<file path="config.mk">
export PLATFORM = sky130hd
export DESIGN_NAME = mux8_rr_arbiter
export DESIGN_NICKNAME = d
export VERILOG_FILES = /design/src/rtl/mux8_rr_arbiter_pkg.sv /design/src/rtl/mux8_rr_arbiter_pick.sv /design/src/rtl/mux8_rr_arbiter.sv
export SDC_FILE = /design/constraint.sdc
export NUM_CORES = 1
export LEC_CHECK = 0
export BUFFER_PORTS_ARGS = -buffer_cell sky130_fd_sc_hd__buf_2
export CORE_ASPECT_RATIO = 1.5
export CORE_UTILIZATION = 57
export DETAILED_ROUTE_END_ITERATION = 10
export GPL_TIMING_DRIVEN = 0
export PLACE_DENSITY = 0.81
export SETUP_SLACK_MARGIN = 0.3
export SLEW_MARGIN = 20
export SYNTH_ARGS = -nofsm -noshare
export SYNTH_HDL_FRONTEND = slang
export SYNTH_SLANG_ARGS = --single-unit
</file>
<file path="constraint.sdc">
create_clock -name clk -period 9.7 [get_ports clk]
set_input_delay 0.485 -clock clk [delete_from_list [all_inputs] [get_ports clk]]
set_output_delay 0.485 -clock clk [all_outputs]
set_load 0.02 [all_outputs]
</file>
<file path="src/rtl/mux8_rr_arbiter_pkg.sv">
// Shared definitions for the 8-way round-robin arbiter and its picker.
package mux8_rr_arbiter_pkg;

    localparam int N      = 8;
    localparam int SEL_W  = 3;
    localparam int HOLD_W = 4;

    // The legacy state codes are the source of truth; the enum is built from them
    localparam logic [0:0] ST_IDLE  = 1'b0;
    localparam logic [0:0] ST_GRANT = 1'b1;

    typedef enum logic [0:0] {
        IDLE  = ST_IDLE,
        GRANT = ST_GRANT
    } state_t;

    // Turn a requester index into its one-hot grant vector
    function automatic logic [N-1:0] onehot8(input logic [SEL_W-1:0] idx);
        logic [N-1:0] vec;
        vec      = '0;
        vec[idx] = 1'b1;
        return vec;
    endfunction

endpackage

</file>
<file path="src/rtl/mux8_rr_arbiter_pick.sv">
// Combinational round-robin picker: finds the first eligible request at or
// above ptr, wrapping from 7 back to 0, ignoring any bit set in excl.
module rr_pick8
    import mux8_rr_arbiter_pkg::*;
(
    input  logic [N-1:0]     req,
    input  logic [SEL_W-1:0] ptr,
    input  logic [N-1:0]     excl,
    output logic             found,
    output logic [SEL_W-1:0] idx
);

    logic [N-1:0]     cand;
    logic [SEL_W-1:0] pos;

    // Scan from the farthest offset down so the closest eligible bit to ptr wins
    always_comb begin
        cand  = req & ~excl;
        found = 1'b0;
        idx   = '0;
        pos   = '0;
        for (int k = N - 1; k >= 0; k--) begin
            pos = ptr + SEL_W'(k);
            if (cand[pos]) begin
                found = 1'b1;
                idx   = pos;
            end
        end
    end

endmodule

</file>
<file path="src/rtl/mux8_rr_arbiter.sv">
// Round-robin arbiter that owns the 3-bit select of the 8:1 data selector.
// One requester holds the path at a time; a holder is forced off after
// MAX_HOLD cycles whenever someone else is waiting, and the chosen data bit
// is registered one cycle behind the grant.
module mux8_rr_arbiter
    import mux8_rr_arbiter_pkg::*;
#(
    parameter int unsigned MAX_HOLD = 4
)
(
    input  logic             clk,
    input  logic             rst_n,
    input  logic [N-1:0]     req,
    input  logic [N-1:0]     data,
    output logic [N-1:0]     gnt,
    output logic [SEL_W-1:0] sel,
    output logic             busy,
    output logic             out,
    output logic             out_vld
);

    localparam logic [HOLD_W-1:0] MAX_HOLD_C = HOLD_W'(MAX_HOLD);

    logic [0:0]        state;
    logic [SEL_W-1:0]  ptr;
    logic [HOLD_W-1:0] hold_cnt;

    logic              pick_found;
    logic [SEL_W-1:0]  pick_idx;
    logic              take_pick;
    logic              go_idle;

    // The current holder is the only bit ever excluded, and gnt already marks it
    rr_pick8 u_pick (
        .req   (req),
        .ptr   (ptr),
        .excl  (gnt),
        .found (pick_found),
        .idx   (pick_idx)
    );

    assign busy = (state == ST_GRANT);

    // Decide whether this edge moves the grant to the picked requester or drops to idle
    always_comb begin
        take_pick = 1'b0;
        go_idle   = 1'b0;
        if (state == ST_IDLE) begin
            take_pick = pick_found;
        end else if (!req[sel]) begin
            take_pick = pick_found;
            go_idle   = !pick_found;
        end else if ((hold_cnt == MAX_HOLD_C) && pick_found) begin
            take_pick = 1'b1;
        end
    end

    // Grant, select, rotation pointer and hold counter update together on each edge
    always_ff @(posedge clk or negedge rst_n) begin
        if (!rst_n) begin
            state    <= ST_IDLE;
            gnt      <= '0;
            sel      <= '0;
            ptr      <= '0;
            hold_cnt <= '0;
        end else if (take_pick) begin
            state    <= ST_GRANT;
            gnt      <= onehot8(pick_idx);
            sel      <= pick_idx;
            ptr      <= pick_idx + SEL_W'(1);
            hold_cnt <= HOLD_W'(1);
        end else if (go_idle) begin
            state    <= ST_IDLE;
            gnt      <= '0;
            sel      <= '0;
            hold_cnt <= '0;
        end else if ((state == ST_GRANT) && (hold_cnt != MAX_HOLD_C)) begin
            hold_cnt <= hold_cnt + HOLD_W'(1);
        end
    end

    // Register the selected data bit one cycle behind the grant
    always_ff @(posedge clk or negedge rst_n) begin
        if (!rst_n) begin
            out     <= 1'b0;
            out_vld <= 1'b0;
        end else begin
            out     <= busy ? data[sel] : 1'b0;
            out_vld <= busy;
        end
    end

endmodule

</file>
### Word level (Yosys, flattened, before mapping)

Index checks and enable logic that the tools add are counted.
W data, S select, Z words.

* bits in registers: 21
* word-level logic and storage cells: 90
* input port bits: 18

* add/subtract/negate cells: 9
* reduce and logical (&&, ||, !) cells: 6
* eq/ne operators: 2
* bitwise gates (word level): 2
* mux-type cells: 53
* $lt $le $gt $ge: 11

Operators by type and width (count)
* $lt A3 B4 Y1 const B: 10
* $bmux W1 S3: 10
* $mux W3: 10
* $mux W1: 27
* $mux W8: 2
* $add A3 B3 Y3 const B: 4
* $mux W4: 3
* $and A8 B8 Y8: 1
* $not A8 Y8: 1
* $add A3 B1 Y3 const B: 2
* $add A3 B2 Y3 const B: 2
* $add A4 B1 Y4 const B: 1
* $eq A4 B3 Y1 const B: 1
* $ne A4 B3 Y1 const B: 1
* $demux W1 S3: 1
* $ge A3 B1 Y1 const B: 1
* $logic_and A1 B1 Y1: 3
* $reduce_bool A3 Y1: 1
* $reduce_bool A2 Y1: 1
* $logic_not A1 Y1: 1

### Longest topological paths before layout

* depth after elaboration: 17
* depth in mapped cells: 13

### Hierarchy

A second synthesis with hierarchy kept.

* cells, all modules: 222
* area, all modules: 2389.8 µm²

By module, submodules not included
* rr_pick8: area an instance 1241.2 µm², sequential area each 0.0 µm², cells each 119, instances 1
* mux8_rr_arbiter: area an instance 1148.6 µm², sequential area each 525.5 µm², cells each 103, instances 1

### Least setup slack after synthesis

OpenSTA, ideal clock, no wires.

* path kind: register -> register
* start: reg ptr[1]
* end: reg gnt[1]
* data required time: 9.561 ns
* period minus slack after synthesis: 3.075 ns
* path buffers: 2
* data arrival time: 2.936 ns
* setup slack: 6.625 ns
* cell stages (with the launch flop): 12
* library setup time: 0.139 ns
* cell sequence: dfrtp_1 > buf_6 > clkinv_1 > ha_1 > clkbuf_1 > or4bb_1 > a41oi_1 > nor3b_1 > a2111oi_2 > o211a_1 > or2_0 > o32ai_1

* word-level cells in the longest chain between the ends: 16

Ends and longest elaborated chain
* start, declared: line mux8_rr_arbiter.sv:25 `logic [SEL_W-1:0] ptr;`
* start signal, assigned: line mux8_rr_arbiter.sv:70 `ptr <= pick_idx + SEL_W'(1);`
* $add A3 B3 Y3: line mux8_rr_arbiter_pick.sv:23 `pos = ptr + SEL_W'(k);`
* $bmux W1 S3: line mux8_rr_arbiter_pick.sv:24 `if (cand[pos]) begin`
* $mux W1 (not written as such): line mux8_rr_arbiter_pick.sv:24
* $mux W3 / $mux W1 (equally long branches) (8 in series): line mux8_rr_arbiter_pick.sv:24
* $lt A3 B4 Y1 (not written as such), or another cell as far along: line mux8_rr_arbiter_pkg.sv:21 `vec[idx] = 1'b1;`
* $logic_and A1 B1 Y1 (not written as such) / $mux W1 (equally long branches): line mux8_rr_arbiter_pkg.sv:21, mux8_rr_arbiter.sv:53
* $mux W1, on equally long branches: line mux8_rr_arbiter_pkg.sv:21, mux8_rr_arbiter.sv:50
* $demux W1 S3 / $mux W1 (equally long branches): line mux8_rr_arbiter_pkg.sv:21, mux8_rr_arbiter.sv:48
* $mux W8 / $reduce_bool A2 Y1 (equally long branches)
* end signal, assigned: line mux8_rr_arbiter.sv:68 `gnt <= onehot8(pick_idx);`
* end, declared: line mux8_rr_arbiter.sv:15 `output logic [N-1:0] gnt,`

Several ways; a longest one is shown, not always the timed one. The select of a mux whose other input is x is not followed.
A chain may end at the register's enable or synchronous reset.

### Final worst setup path

* start: reg ptr[1]
* end: reg gnt[3]

Same word-level chain as after synthesis.

==> summary.txt <==
Run status
  • Status: finished clean

Die
  • Row cnt: 27
  • Initial Util: ~61%
  • Top Ports: 32
  • Core Region: between 3000 and 4000 um^2
  • Die Area: about 4300 um^2
  • Die X: 53.69 um
  • Die Y: slightly below 80 um

CTS
  • Worst skew pair latency: 0.26 ns
  • Clock transition at path regs: roughly 0.08 ns
  • CTS buffer count: 3
  • Post-CTS sizing: 0
  • Sink Count: 21
  • Max clock buf depth: 2
  • CTS tree: yes
  • Clock Tree Root: clkbuf_8
  • Cts hold-fix bufs: 0
  • H-tree depth: 1
  • Postcts setup bufs: 0

Routing
  • Total number of vias: 1973
  • Drt pass-1 iters: 4
  • Total Wirelength: 5.701 mm
  • DR iter-0 viols: 82
  • Post-DRT Antenna Nets: 0
  • DR WL/cell: 19.93 um
  • DRC viols: 0
  • Via density: ~7

Critical path
  • CP Launch Type: flip-flop
  • Worst EP required: 9.82 ns
  • Crit path arrival time: 3.92 ns
  • CP endpoint kind: flip-flop
  • CP max FO: 10
  • Crit Path Class: reg2reg

Logic synthesis
  • Simple-gate share of the synthesized area: 16.81%
  • Post-synthesis cell area: 2285 um^2
  • Synth Area per Inst: 10.98 um^2
  • Synth Area in Compound Gates: 18.13%
  • Yosys cell types: 63
  • Post-Synth XOR/XNOR Area: 2.574%
  • Largest family of logic cells by synthesized area: multiplexers
  • Seq cells post-synth: 21
  • Multiplexer share of the synthesized area: 30.61%
  • Ys flop type: dfrtp_1
  • Post-synth EDFFs: 0
  • Seq/Total Area, Yosys: a little under a quarter
  • Adder-cell share of the synthesized area: 2.738%
  • Synthesized instance count: approximately 210
  • Mapped Nets: 231
  • Synth warnings: 0
  • Post-synthesis async set-or-reset flop share: 100.0%

STA
  • Max-slew violations: 0
  • Slew margin rel.: 51.92%
  • Fin crit share: 39.17%
  • Final min period: 3.800 ns
  • Tightest Pin Transition: 0.7152 ns
  • Setup TNS Final: 0 ns
  • Fmax: around 0.26 GHz
  • Final setup violation count: 0
  • Final Hold Fails: 0
  • Unrepaired setup endpoints after global routing: false
  • Clock skew: roughly 0.0036 ns
  • Final hold slack: 0.1703 ns

Finish
  • Most frequent cells in the layout: buf_2 (32), dfrtp_1 (21), inv_1 (17)
  • Sequential Area: 525.5 um^2
  • Antenna cells: 0
  • Layout cell share with drive strength beyond 1: 32.51%
  • Area grow syn2layout: 11.17%
  • Final nets: 267
  • Fill cells: 297
  • Commonest non-fill, non-tap cell in the layout: buf_2
  • Multi-input gate area: 1619 um^2

Placed design
  • Post-DP HPWL: around 4.6 mm
  • RD Place Congestion: 0.9979
  • Port bufs: 31

Hold path
  • Hold/Removal Path Class: in2async

Global route
  • Vias in the first global route: 1998
  • First-pass GRT wire length: 9.653 mm
  • Largest net degree at the start of global routing: 22
  • Initial antenna violation count: 0
  • Gr usage total: 30.98%
  • Total grt overflow: 0

Run
  • Max Cap Violations: 0
[kinds of logic after synthesis]
logic type / after synthesis
muxes: 36
and+or+nand+nor: 62
xor gates and xnor gates: 5
buffers and inverters: 27
DFF: 21
AOI/OAI and AO/OA: 52
adders and majority gates: 5
[worst max-delay path, cell delays in order (launching register included)]
cell and delay, ns:
dfrtp_1 0.37, buf_6 0.16, clkinv_1 0.27, ha_1 0.43, clkbuf_1 0.46, or4bb_1 0.47, a41oi_1 0.28, nor3b_1 0.09
a2111oi_2 0.34, o211a_1 0.33, or2_0 0.30, o32ai_1 0.14
[registers in the layout (all words and copies together) (netlist names)]
name and flops:
ptr 3, out 1, gnt 8, hold_cnt 4
out_vld 1, busy 1, sel 3
[path summary, 6_finish.rpt]
path / from / cells past startpoint / slack [ns] / endpoint
setup / recovery: ptr[1] / 11 / 5.90 / gnt[3]
setup reg to reg: ptr[1] / 11 / 5.90 / gnt[3]
min in group clk: busy / 0 / 0.52 / out_vld
hold / removal: rst_n / 1 / 0.17 / hold_cnt[1]
hold reg to reg: busy / 0 / 0.52 / out_vld
max in group asynchronous: rst_n / 1 / 9.20 / gnt[6]
[through the flow]
stage	util [%]	std cells	cell area (um^2)	worst slack [ns]
after detailed placement	66.50	282	2494	5.954
after global routing	67.73	286	2540	5.697
final	67.73	286	2540	5.900
after floorplan	-	208	2285	6.625
after CTS	67.73	286	2540	5.946
after global placement	66.50	282	2494	6.038
[cell usage after synthesis (2+ instances only)]
cell       count  share of area (%)
or4bb_1        2               0.99
o32ai_1        8                3.1
xor2_1         2               0.77
o2bb2ai_1      3                1.2
dfrtp_1       21                 23
mux4_1         6                6.9
a31oi_1        4                1.1
and2b_1        5                1.6
nor2b_1        3               0.82
o21a_1         4                1.3
inv_1         17                2.8
mux4_2        16                 16
buf_6          5                2.5
a21oi_1        3               0.66
nand2_1       16                2.6
ha_1           5                2.7
nand2b_1       9                2.5
or2_2          2               0.55
mux2i_1        6                2.6
o211ai_1       3               0.99
nor2_1         9                1.5
o31ai_1        3               0.99
o21ai_0        6                1.3
a2111oi_2      2                1.3
o22ai_1        4                1.1
o211a_1        2               0.88
nand4_1        2               0.55
mux2_2         4                2.0
clkbuf_1       2               0.33
[area by class of cell]
class | count | share of cell area, %
buffer | 8 | 2.709
clock buffer | 3 | 1.626
clock inverter | 1 | 0.1970
inverter | 19 | 2.808
multi-input combinational | 160 | 63.74
sequential | 21 | 20.69
tap | 43 | 2.118
timing repair buffer | 31 | 6.108
[routing by layer]
layer / global-route usage, % / vias up / part of all wire, %
li1: - / 891 / -
met1: 38.62 / 975 / 38
met2: 49.88 / 87 / 52
met3: 4.381 / 20 / 5.0
met4: 16.84 / 0 / 4.2
met5: 0 / - / 0
Power is not shown: default switching activity piles up to over one toggle a cycle in this logic, so the estimate is an artifact.
